**config.mk**
```make
export PLATFORM = sky130hd
export DESIGN_NAME = button_conditioner
export DESIGN_NICKNAME = d
export VERILOG_FILES = /design/src/rtl/button_conditioner.sv
export SDC_FILE = /design/constraint.sdc
export NUM_CORES = 1
export LEC_CHECK = 0
export ABC_AREA = 1
export ABC_CLOCK_PERIOD_IN_PS = 1700
export CAP_MARGIN = 20
export CELL_PAD_IN_SITES_DETAIL_PLACEMENT = 0
export CELL_PAD_IN_SITES_GLOBAL_PLACEMENT = 1
export CORE_MARGIN = 1
export CORE_UTILIZATION = 42
export CTS_CLUSTER_SIZE = 10
export DETAILED_ROUTE_END_ITERATION = 6
export PLACE_DENSITY = 0.87
export SYNTH_ARGS = -nofsm -noshare
export SYNTH_HDL_FRONTEND = slang
export SYNTH_SLANG_ARGS = --single-unit
```
**constraint.sdc**
```tcl
create_clock -name clk -period 1.7 [get_ports clk]
set_input_delay 0.255 -clock clk [delete_from_list [all_inputs] [get_ports clk]]
set_output_delay 0.255 -clock clk [all_outputs]
set_load 0.01 [all_outputs]
```
**src/rtl/button_conditioner.sv**
```systemverilog
// Multi-channel push-button front end: per channel two-flop synchroniser,
// debounce, press/release edge pulses, and a hold classifier that emits a
// long-press pulse followed by optional periodic auto-repeat pulses.
// The release pulse output is named release_pulse because `release` is a
// reserved word in SystemVerilog.
module button_conditioner #(
   parameter int unsigned BUTTON_WIDTH     = 1,
   parameter int unsigned DEBOUNCE_COUNT   = 32'd1_000_000,
   parameter int unsigned LONG_PRESS_COUNT = 32'd50_000_000,
   parameter int unsigned REPEAT_COUNT     = 32'd10_000_000,
   parameter int unsigned CNT_WIDTH        = 32
) (
   input  logic                    clk,
   input  logic                    rst_n,
   input  logic [BUTTON_WIDTH-1:0] d,
   input  logic [BUTTON_WIDTH-1:0] repeat_en,
   output logic [BUTTON_WIDTH-1:0] level,
   output logic [BUTTON_WIDTH-1:0] press,
   output logic [BUTTON_WIDTH-1:0] release_pulse,
   output logic [BUTTON_WIDTH-1:0] long_press,
   output logic [BUTTON_WIDTH-1:0] repeat_pulse
);

   localparam logic [CNT_WIDTH-1:0] DB_LAST   = CNT_WIDTH'(DEBOUNCE_COUNT - 1);
   localparam logic [CNT_WIDTH-1:0] LONG_LAST = CNT_WIDTH'(LONG_PRESS_COUNT - 1);
   localparam logic [CNT_WIDTH-1:0] RPT_LAST  = CNT_WIDTH'(REPEAT_COUNT - 1);

   localparam logic [1:0] ST_IDLE = 2'd0;
   localparam logic [1:0] ST_HOLD = 2'd1;
   localparam logic [1:0] ST_LONG = 2'd2;

   for (genvar i = 0; i < BUTTON_WIDTH; i++) begin : g_ch
      logic                 s0_q, s1_q;
      logic                 level_q, press_q, release_q;
      logic                 long_q, rpt_q;
      logic [CNT_WIDTH-1:0] db_cnt_q, hold_cnt_q, rpt_cnt_q;
      logic [1:0]           state_q;
      logic                 db_done, rise, fall;

      // A level change is accepted when the mismatch has persisted long enough.
      assign db_done = (db_cnt_q == DB_LAST);
      assign rise    = s1_q & ~level_q & db_done;
      assign fall    = ~s1_q & level_q & db_done;

      // Synchronise the raw input, debounce it and register the edge pulses.
      always_ff @(posedge clk or negedge rst_n) begin
         if (!rst_n) begin
            s0_q      <= 1'b0;
            s1_q      <= 1'b0;
            level_q   <= 1'b0;
            press_q   <= 1'b0;
            release_q <= 1'b0;
            db_cnt_q  <= '0;
         end else begin
            s0_q      <= d[i];
            s1_q      <= s0_q;
            press_q   <= rise;
            release_q <= fall;
            if (s1_q == level_q) begin
               db_cnt_q <= '0;
            end else if (db_done) begin
               level_q  <= s1_q;
               db_cnt_q <= '0;
            end else begin
               db_cnt_q <= db_cnt_q + 1'b1;
            end
         end
      end

      // Hold classifier; an accepted release always wins over a terminal count.
      always_ff @(posedge clk or negedge rst_n) begin
         if (!rst_n) begin
            state_q    <= ST_IDLE;
            hold_cnt_q <= '0;
            rpt_cnt_q  <= '0;
            long_q     <= 1'b0;
            rpt_q      <= 1'b0;
         end else begin
            long_q <= 1'b0;
            rpt_q  <= 1'b0;
            case (state_q)
               ST_IDLE: begin
                  if (rise) begin
                     state_q    <= ST_HOLD;
                     hold_cnt_q <= '0;
                  end
               end
               ST_HOLD: begin
                  if (fall) begin
                     state_q    <= ST_IDLE;
                     hold_cnt_q <= '0;
                     rpt_cnt_q  <= '0;
                  end else if (hold_cnt_q == LONG_LAST) begin
                     long_q    <= 1'b1;
                     rpt_cnt_q <= '0;
                     state_q   <= ST_LONG;
                  end else begin
                     hold_cnt_q <= hold_cnt_q + 1'b1;
                  end
               end
               ST_LONG: begin
                  if (fall) begin
                     state_q    <= ST_IDLE;
                     hold_cnt_q <= '0;
                     rpt_cnt_q  <= '0;
                  end else if (rpt_cnt_q == RPT_LAST) begin
                     // Period keeps running with repeat_en low so phase is preserved.
                     rpt_cnt_q <= '0;
                     rpt_q     <= repeat_en[i];
                  end else begin
                     rpt_cnt_q <= rpt_cnt_q + 1'b1;
                  end
               end
               default: begin
                  state_q    <= ST_IDLE;
                  hold_cnt_q <= '0;
                  rpt_cnt_q  <= '0;
               end
            endcase
         end
      end

      assign level[i]         = level_q;
      assign press[i]         = press_q;
      assign release_pulse[i] = release_q;
      assign long_press[i]    = long_q;
      assign repeat_pulse[i]  = rpt_q;
   end

endmodule

```
== Word-level counts from Yosys, hierarchy flattened ==
Index checks and enable logic that the tools add are counted.
Storage, ports and cells
  register bits: 105
  bits in latches: 0
  RAM bits: 0
  bits in read-only memories: 0
  input port bits: 4
  output and inout bits: 5
  logic and storage cells: 60
  memories: 0
Operators by class
  add/subtract/negate cells: 3
  multiply operators: 0
  div/mod/pow operators: 0
  order comparisons: 0
  eq/ne operators: 10
  shift-type cells: 0
  mux-type cells: 23
  bitwise logic cells: 8
  reduce and logical (&&, ||, !) cells: 5
Operator list (number)
  $mux 32: 10
  $pmux 32 s3: 2
  $add 32x1->32 const B: 3
  $eq 32x20->1 const B: 1
  $eq 32x24->1 const B: 1
  $eq 32x26->1 const B: 1
  $mux 2: 4
  $mux 1: 6
  $ne 3x3->1 const B: 2
  $pmux 2 s3: 1
  $reduce_and 3->1: 2
  $and 1x1->1: 4
  $ne 2x2->1 const B: 2
  $not 1->1: 4
  $reduce_and 2->1: 2
  $eq 2x1->1 const B: 1
  $eq 2x2->1 const B: 1
  $logic_not 2->1: 1
  $eq 1x1->1: 1

== Longest topological paths before layout ==
  word-level depth: 5
  gate-level depth with buffers: 11
  depth with buffers taken out: 11

== Worst setup path after synthesis ==
No wires, ideal clock.
  path type: reg-to-reg
  start point: register g_ch[0].db_cnt_q[0]
  end point: register g_ch[0].hold_cnt_q[26]
  library setup time: 0.117 ns
  arrival time: 1.591 ns
  required time: 1.583 ns
  slack: -0.008 ns
  stages on the path, launching flop included: 12
  period minus slack after synthesis: 1.708 ns
  cell sequence: dfrtp_1 -> ha_1 -> nand3_2 -> inv_2 -> nand2_1 -> nor2_4 -> nand3_4 -> nand2_2 -> inv_2 -> buf_4 -> nand3b_1 -> nand2_1
Between the ends
  longest elaborated chain between the ends: 4
  elaborated cells between the ends (all ways): 9
RTL lines
  start: declaration: line 36  | logic [CNT_WIDTH-1:0] db_cnt_q, hold_cnt_q, rpt_cnt_q;
  start signal: assignment: line 65  | db_cnt_q <= db_cnt_q + 1'b1;
  $eq 32x20->1 (*): line 41  | assign db_done = (db_cnt_q == DB_LAST);
  $and 1x1->1 (on tied branches): line 43, 42
  $ne 3x3->1 (no line) (tied with other cells)
  $reduce_and 3->1 (no line) / $pmux 32 s3 (equally long branches)
  end signal: assignment: line 98  | hold_cnt_q <= hold_cnt_q + 1'b1;
  end: declaration: line 36
Mark *: on every way between the ends. The rest lies on a longest branch, timed or not.
A chain may end at the register's enable or synchronous reset.

== Worst setup path in the final report ==
  start point: register g_ch[0].hold_cnt_q[8]
  end point: register g_ch[0].rpt_cnt_q[13]
Between the ends
  longest elaborated chain between the ends: 3
RTL lines
  $eq 32x26->1: line 93  | end else if (hold_cnt_q == LONG_LAST) begin
  $ne 3x3->1 (no line)
  $reduce_and 2->1 (no line)
  end signal: assignment: line 111  | rpt_cnt_q <= rpt_cnt_q + 1'b1;
  end: declaration: line 36
Every way passes these cells.

==> impl_table.tex <==
\begin{tabular}{lr}
\hline
Metric & Value \\
\hline
\multicolumn{2}{l}{\textbf{Timing}} \\
\quad Final setup viols & 64 \\
\quad Worst-case clock skew & between 0.01 and 0.015 ns \\
\quad Post-layout worst setup margin & -0.0756 ns \\
\quad Count of endpoints failing hold in the final timing report & 0 \\
\quad Fin crit period & roughly 1.8 ns \\
\quad Slew of the pin with the lowest slew margin & about 0.6 ns \\
\quad Maximum clock rate & $\sim$560 MHz \\
\quad Period utilisation layout & 104\% \\
\quad Pins Over Slew Limit & 0 \\
\quad Worst rel slew slack & 60.8\% \\
\quad RSZ-0062 raised after global routing & true \\
\multicolumn{2}{l}{\textbf{Clock network}} \\
\quad Clock Sinks & 105 \\
\quad Clock-pin slew of the registers on the worst-case setup and hold paths & around 0.080 ns \\
\quad Max H-tree Level & 3 \\
\quad TritonCTS clock tree & built \\
\quad Root buffer cell & sky130\_fd\_sc\_hd\_\_clkbuf\_16 \\
\quad Maximum buffer depth of the clock tree & 2 \\
\quad Total clock buffers created by CTS & 9 \\
\quad Clock network latency to the later pin of the worst-skew pair & 0.36 ns \\
\multicolumn{2}{l}{\textbf{Yosys}} \\
\quad Count of unique library cells instantiated by Yosys & 36 \\
\quad \#FFs+latches synth & 105 \\
\quad Fraction of synthesized cell area taken by the top area cell type & 38.6\% \\
\quad Proportion of synthesized chip area in sequential cells & around 39\% \\
\quad Cell types occupying the most area after synthesis & sky130\_fd\_sc\_hd\_\_dfrtp\_1, sky130\_fd\_sc\_hd\_\_nand2\_1, sky130\_fd\_sc\_hd\_\_nor2\_1 \\
\quad Post-synthesis cell count & roughly 1,000 \\
\quad Dominant cell type by area after synthesis & sky130\_fd\_sc\_hd\_\_dfrtp\_1 \\
\quad Post-synthesis average cell area & slightly below 7 sq um \\
\quad Synthesized Nets & 1,011 \\
\quad Post-synthesis cell area & a little under 7000 sq um \\
\quad Yosys warning count & 0 \\
\multicolumn{2}{l}{\textbf{Global route}} \\
\quad Vias in the first global route & approximately 6,800 \\
\quad Global router's overall resource usage & 25.2\% \\
\quad Leftover overflow at the end of global routing & 0 \\
\quad Initial antenna violation count & 0 \\
\quad Wire length of the first global-routing pass & $\sim$33,000 um \\
\quad Pin count of the biggest net entering global routing & 37 \\
\multicolumn{2}{l}{\textbf{Run status}} \\
\quad Run status & finished, violations left \\
\quad Failing checks & setup timing \\
\multicolumn{2}{l}{\textbf{Cells and area}} \\
\quad Post-layout util & 59.5\% \\
\quad Post-route cell area & between 9000 and 10,000 sq um \\
\quad Fraction of final layout cells with drive strength greater than 1 & 29.2\% \\
\quad Post-layout net count & approximately 1,200 \\
\quad Most used cells in the layout excluding fill and tap cells & sky130\_fd\_sc\_hd\_\_nand2\_1, sky130\_fd\_sc\_hd\_\_buf\_4, sky130\_fd\_sc\_hd\_\_nor2\_1, sky130\_fd\_sc\_hd\_\_dfrtp\_1, sky130\_fd\_sc\_hd\_\_inv\_1 \\
\quad Synth-to-layout area growth & 38.7\% \\
\quad Most common library cell in the layout ignoring fill and taps & sky130\_fd\_sc\_hd\_\_nand2\_1 \\
\quad \# diodes & 0 \\
\multicolumn{2}{l}{\textbf{Route}} \\
\quad Overall via count from detail\_route & between 7,000 and 8,000 \\
\quad Average wire per standard cell & 14.0 um \\
\quad Vias/cell & around 4.9 \\
\quad Number of antenna-violating nets in the routed design & 0 \\
\quad Total DRC errors in the routed layout & 0 \\
\quad Drt first-iter violations & 500 \\
\quad Total length of routed wires & $\sim$20,000 um \\
\quad Pre-Repair DR Iteration Count & 5 \\
\multicolumn{2}{l}{\textbf{Floorplan}} \\
\quad Starting density of the core & between 40\% and 50\% \\
\quad Core outline area & 15,900 sq um \\
\quad Horizontal die dimension & 129 um \\
\quad Standard-cell row count & 46 \\
\quad Die Outline Area & 16,700 sq um \\
\quad Count of pins on the block boundary & 9 \\
\quad Overall die height & between 100 and 150 um \\
\multicolumn{2}{l}{\textbf{Power and ir drop}} \\
\quad Relative contribution of combinational cells to total power & roughly 2.7\% \\
\quad Part of the total power dissipated in the clock network & $\sim$44\% \\
\quad Sw Pwr & 1.15 mW \\
\quad Share of power burned in registers & around 53\% \\
\quad Switching power as a share of total power & between 20\% and 30\% \\
\quad Maximum resistive drop on vdd & around 490 uV \\
\quad Static Leak & about 4.6 nW \\
\quad Power per cell area & around 500 nW/um\^{}2 \\
\quad Internal power consumption & 3.57 mW \\
\quad Final Total Pwr & about 4.7 mW \\
\multicolumn{2}{l}{\textbf{Setup path}} \\
\quad Depth of the worst register-to-register path & 10 \\
\quad Worst path required time & 1.96 ns \\
\quad Worst setup SP type & flop \\
\quad Worst setup path category & flop to flop \\
\quad Category of the worst setup path capture point & flop \\
\quad WP data arrival & $\sim$2 ns \\
\quad Launch instance of the worst register-to-register path & g\_ch[0].hold\_cnt\_q[8]\$\_DFFE\_PN0P\_ \\
\quad Peak fanout along the critical path & 8 \\
\quad First element of the critical path & g\_ch[0].hold\_cnt\_q[8]\$\_DFFE\_PN0P\_ \\
\multicolumn{2}{l}{\textbf{Worst hold path}} \\
\quad Class of the most critical hold timing path & input port to asynchronous set/reset pin \\
\multicolumn{2}{l}{\textbf{Placement}} \\
\quad Post-Place Worst Slack & -0.406 ns \\
\quad Weighted congestion at the end of routability-driven global placement & 0.933 \\
\quad Cell Area, Placed & roughly 8500 sq um \\
\quad Port Buf Inserts & 8 \\
\quad Detailed placer's ending HPWL & between 10,000 and 15,000 um \\
\multicolumn{2}{l}{\textbf{Run}} \\
\quad Max Cap Violations & 0 \\
\hline
\end{tabular}
worst max-delay path, cell delays in order (launching register included):
cell	delay (ns)
sky130_fd_sc_hd__dfrtp_1	0.39
sky130_fd_sc_hd__nor2_1	0.12
sky130_fd_sc_hd__nand2_1	0.10
sky130_fd_sc_hd__nor2_1	0.17
sky130_fd_sc_hd__nand3_2	0.12
sky130_fd_sc_hd__or2_4	0.26
sky130_fd_sc_hd__nand3_4	0.11
sky130_fd_sc_hd__nand2_8	0.10
sky130_fd_sc_hd__clkbuf_16	0.19
sky130_fd_sc_hd__nand2_1	0.06
sky130_fd_sc_hd__nand2_1	0.05
synth_stat cells:
library cell and instances:
sky130_fd_sc_hd__nor2_2 6, sky130_fd_sc_hd__nand3_4 2, sky130_fd_sc_hd__inv_1 107, sky130_fd_sc_hd__o211ai_1 1
sky130_fd_sc_hd__nand2_2 4, sky130_fd_sc_hd__inv_2 2, sky130_fd_sc_hd__buf_4 1, sky130_fd_sc_hd__nand2_4 1
sky130_fd_sc_hd__a21oi_1 5, sky130_fd_sc_hd__nor2_4 4, sky130_fd_sc_hd__nor3_2 2, sky130_fd_sc_hd__a21o_1 2
sky130_fd_sc_hd__nor2_1 153, sky130_fd_sc_hd__buf_1 2, sky130_fd_sc_hd__clkbuf_1 4, sky130_fd_sc_hd__a211oi_1 1
sky130_fd_sc_hd__nand2_1 352, sky130_fd_sc_hd__nand3_2 4, sky130_fd_sc_hd__xnor2_1 6, sky130_fd_sc_hd__nor3b_1 3
sky130_fd_sc_hd__o21ai_0 6, sky130_fd_sc_hd__nor3_1 42, sky130_fd_sc_hd__and2_1 3, sky130_fd_sc_hd__a31oi_1 1
sky130_fd_sc_hd__buf_6 7, sky130_fd_sc_hd__xor2_1 43, sky130_fd_sc_hd__or2_1 1, sky130_fd_sc_hd__nand3b_1 6
sky130_fd_sc_hd__and3_1 3, sky130_fd_sc_hd__nor4_1 6, sky130_fd_sc_hd__nand4_1 39, sky130_fd_sc_hd__dfrtp_1 105
sky130_fd_sc_hd__buf_2 2, sky130_fd_sc_hd__ha_1 5, sky130_fd_sc_hd__nand3_1 65, sky130_fd_sc_hd__or2_2 6
worst paths after layout:
check                                                    end  slack (ns)
max                        g_ch[0].rpt_cnt_q[13]$_DFFE_PN0P_       -0.08
min                        g_ch[0].rpt_cnt_q[23]$_DFFE_PN0P_        0.32
min in group clk                      g_ch[0].s0_q$_DFF_PN0_        0.33
max reg2reg                g_ch[0].rpt_cnt_q[13]$_DFFE_PN0P_       -0.08
max in group asynchronous      g_ch[0].db_cnt_q[8]$_DFF_PN0_        0.82
min reg2reg                           g_ch[0].s1_q$_DFF_PN0_        0.35
registers in the layout, indices dropped and copies added (netlist names), 2 cells and up:
| name | cells |
|---|---|
| g_ch.hold_cnt_q | 32 |
| g_ch.db_cnt_q | 32 |
| g_ch.state_q | 2 |
| g_ch.rpt_cnt_q | 32 |
power by group through the flow:
stage	clock, mW	combinational (mW)	sequential (mW)
after CTS	2.14	0.133	2.51
after floorplan	0	0.0284	2.56
final	2.08	0.129	2.51
after detailed placement	0	0.130	2.56
after global routing	2.23	0.147	2.51
after global placement	0	0.127	2.56
cell type report:
cell class / instances / area (sq um)
Clock buffer: 9 / 225
Clock inverter: 7 / 60.1
Fill cell: 1500 / 6430
Inverter: 109 / 412
Multi-Input combinational cell: 772 / 4050
Sequential cell: 105 / 2630
Tap cell: 216 / 270
Timing Repair Buffer: 211 / 1800
per-layer routing:
layer | vias up | global-route usage, % | wire, um
met5 | - | 0 | 0
met4 | 0 | 7.34 | 397
met3 | 32 | 4.87 | 1080
met2 | 180 | 43.4 | 9600
met1 | 3247 | 32.0 | 8900
li1 | 3594 | - | -
kinds of logic (layout without fill, tap and decap cells):
family	Yosys count	count (layout)	share of synthesized area, %
flip-flops	105	105	38.6
AO/OA/AOI/OAI	16	16	1.34
adder cells (fa/ha/maj)	5	5	0.918
AND/OR/NAND/NOR	702	702	45.1
XOR/XNOR	49	49	6.30
buffers and inverters	125	336	7.75
metrics by stage:
stage / TNS [ns] / instances / hold WS (ns)
2_1_floorplan: 0 / 1002 / -0.0406
3_3_place_gp: -12.94 / 1393 / 0.171
3_5_place_dp: -17.16 / 1393 / 0.170
4_1_cts: -1.64 / 1422 / 0.326
5_1_grt: -9.58 / 1429 / 0.330
6_report: -2.44 / 1429 / 0.321
what timing repair did:
item                       in CTS  in global routing
resized for setup              58                 77
cloned                          3                  1
hold buffers                    1                  0
setup endpoints to repair      69                 87
buffers inserted                9                  6
pin swaps                       6                 21
hold endpoints to repair       15                  0
Note: power is estimated with default switching activity, not from simulation.
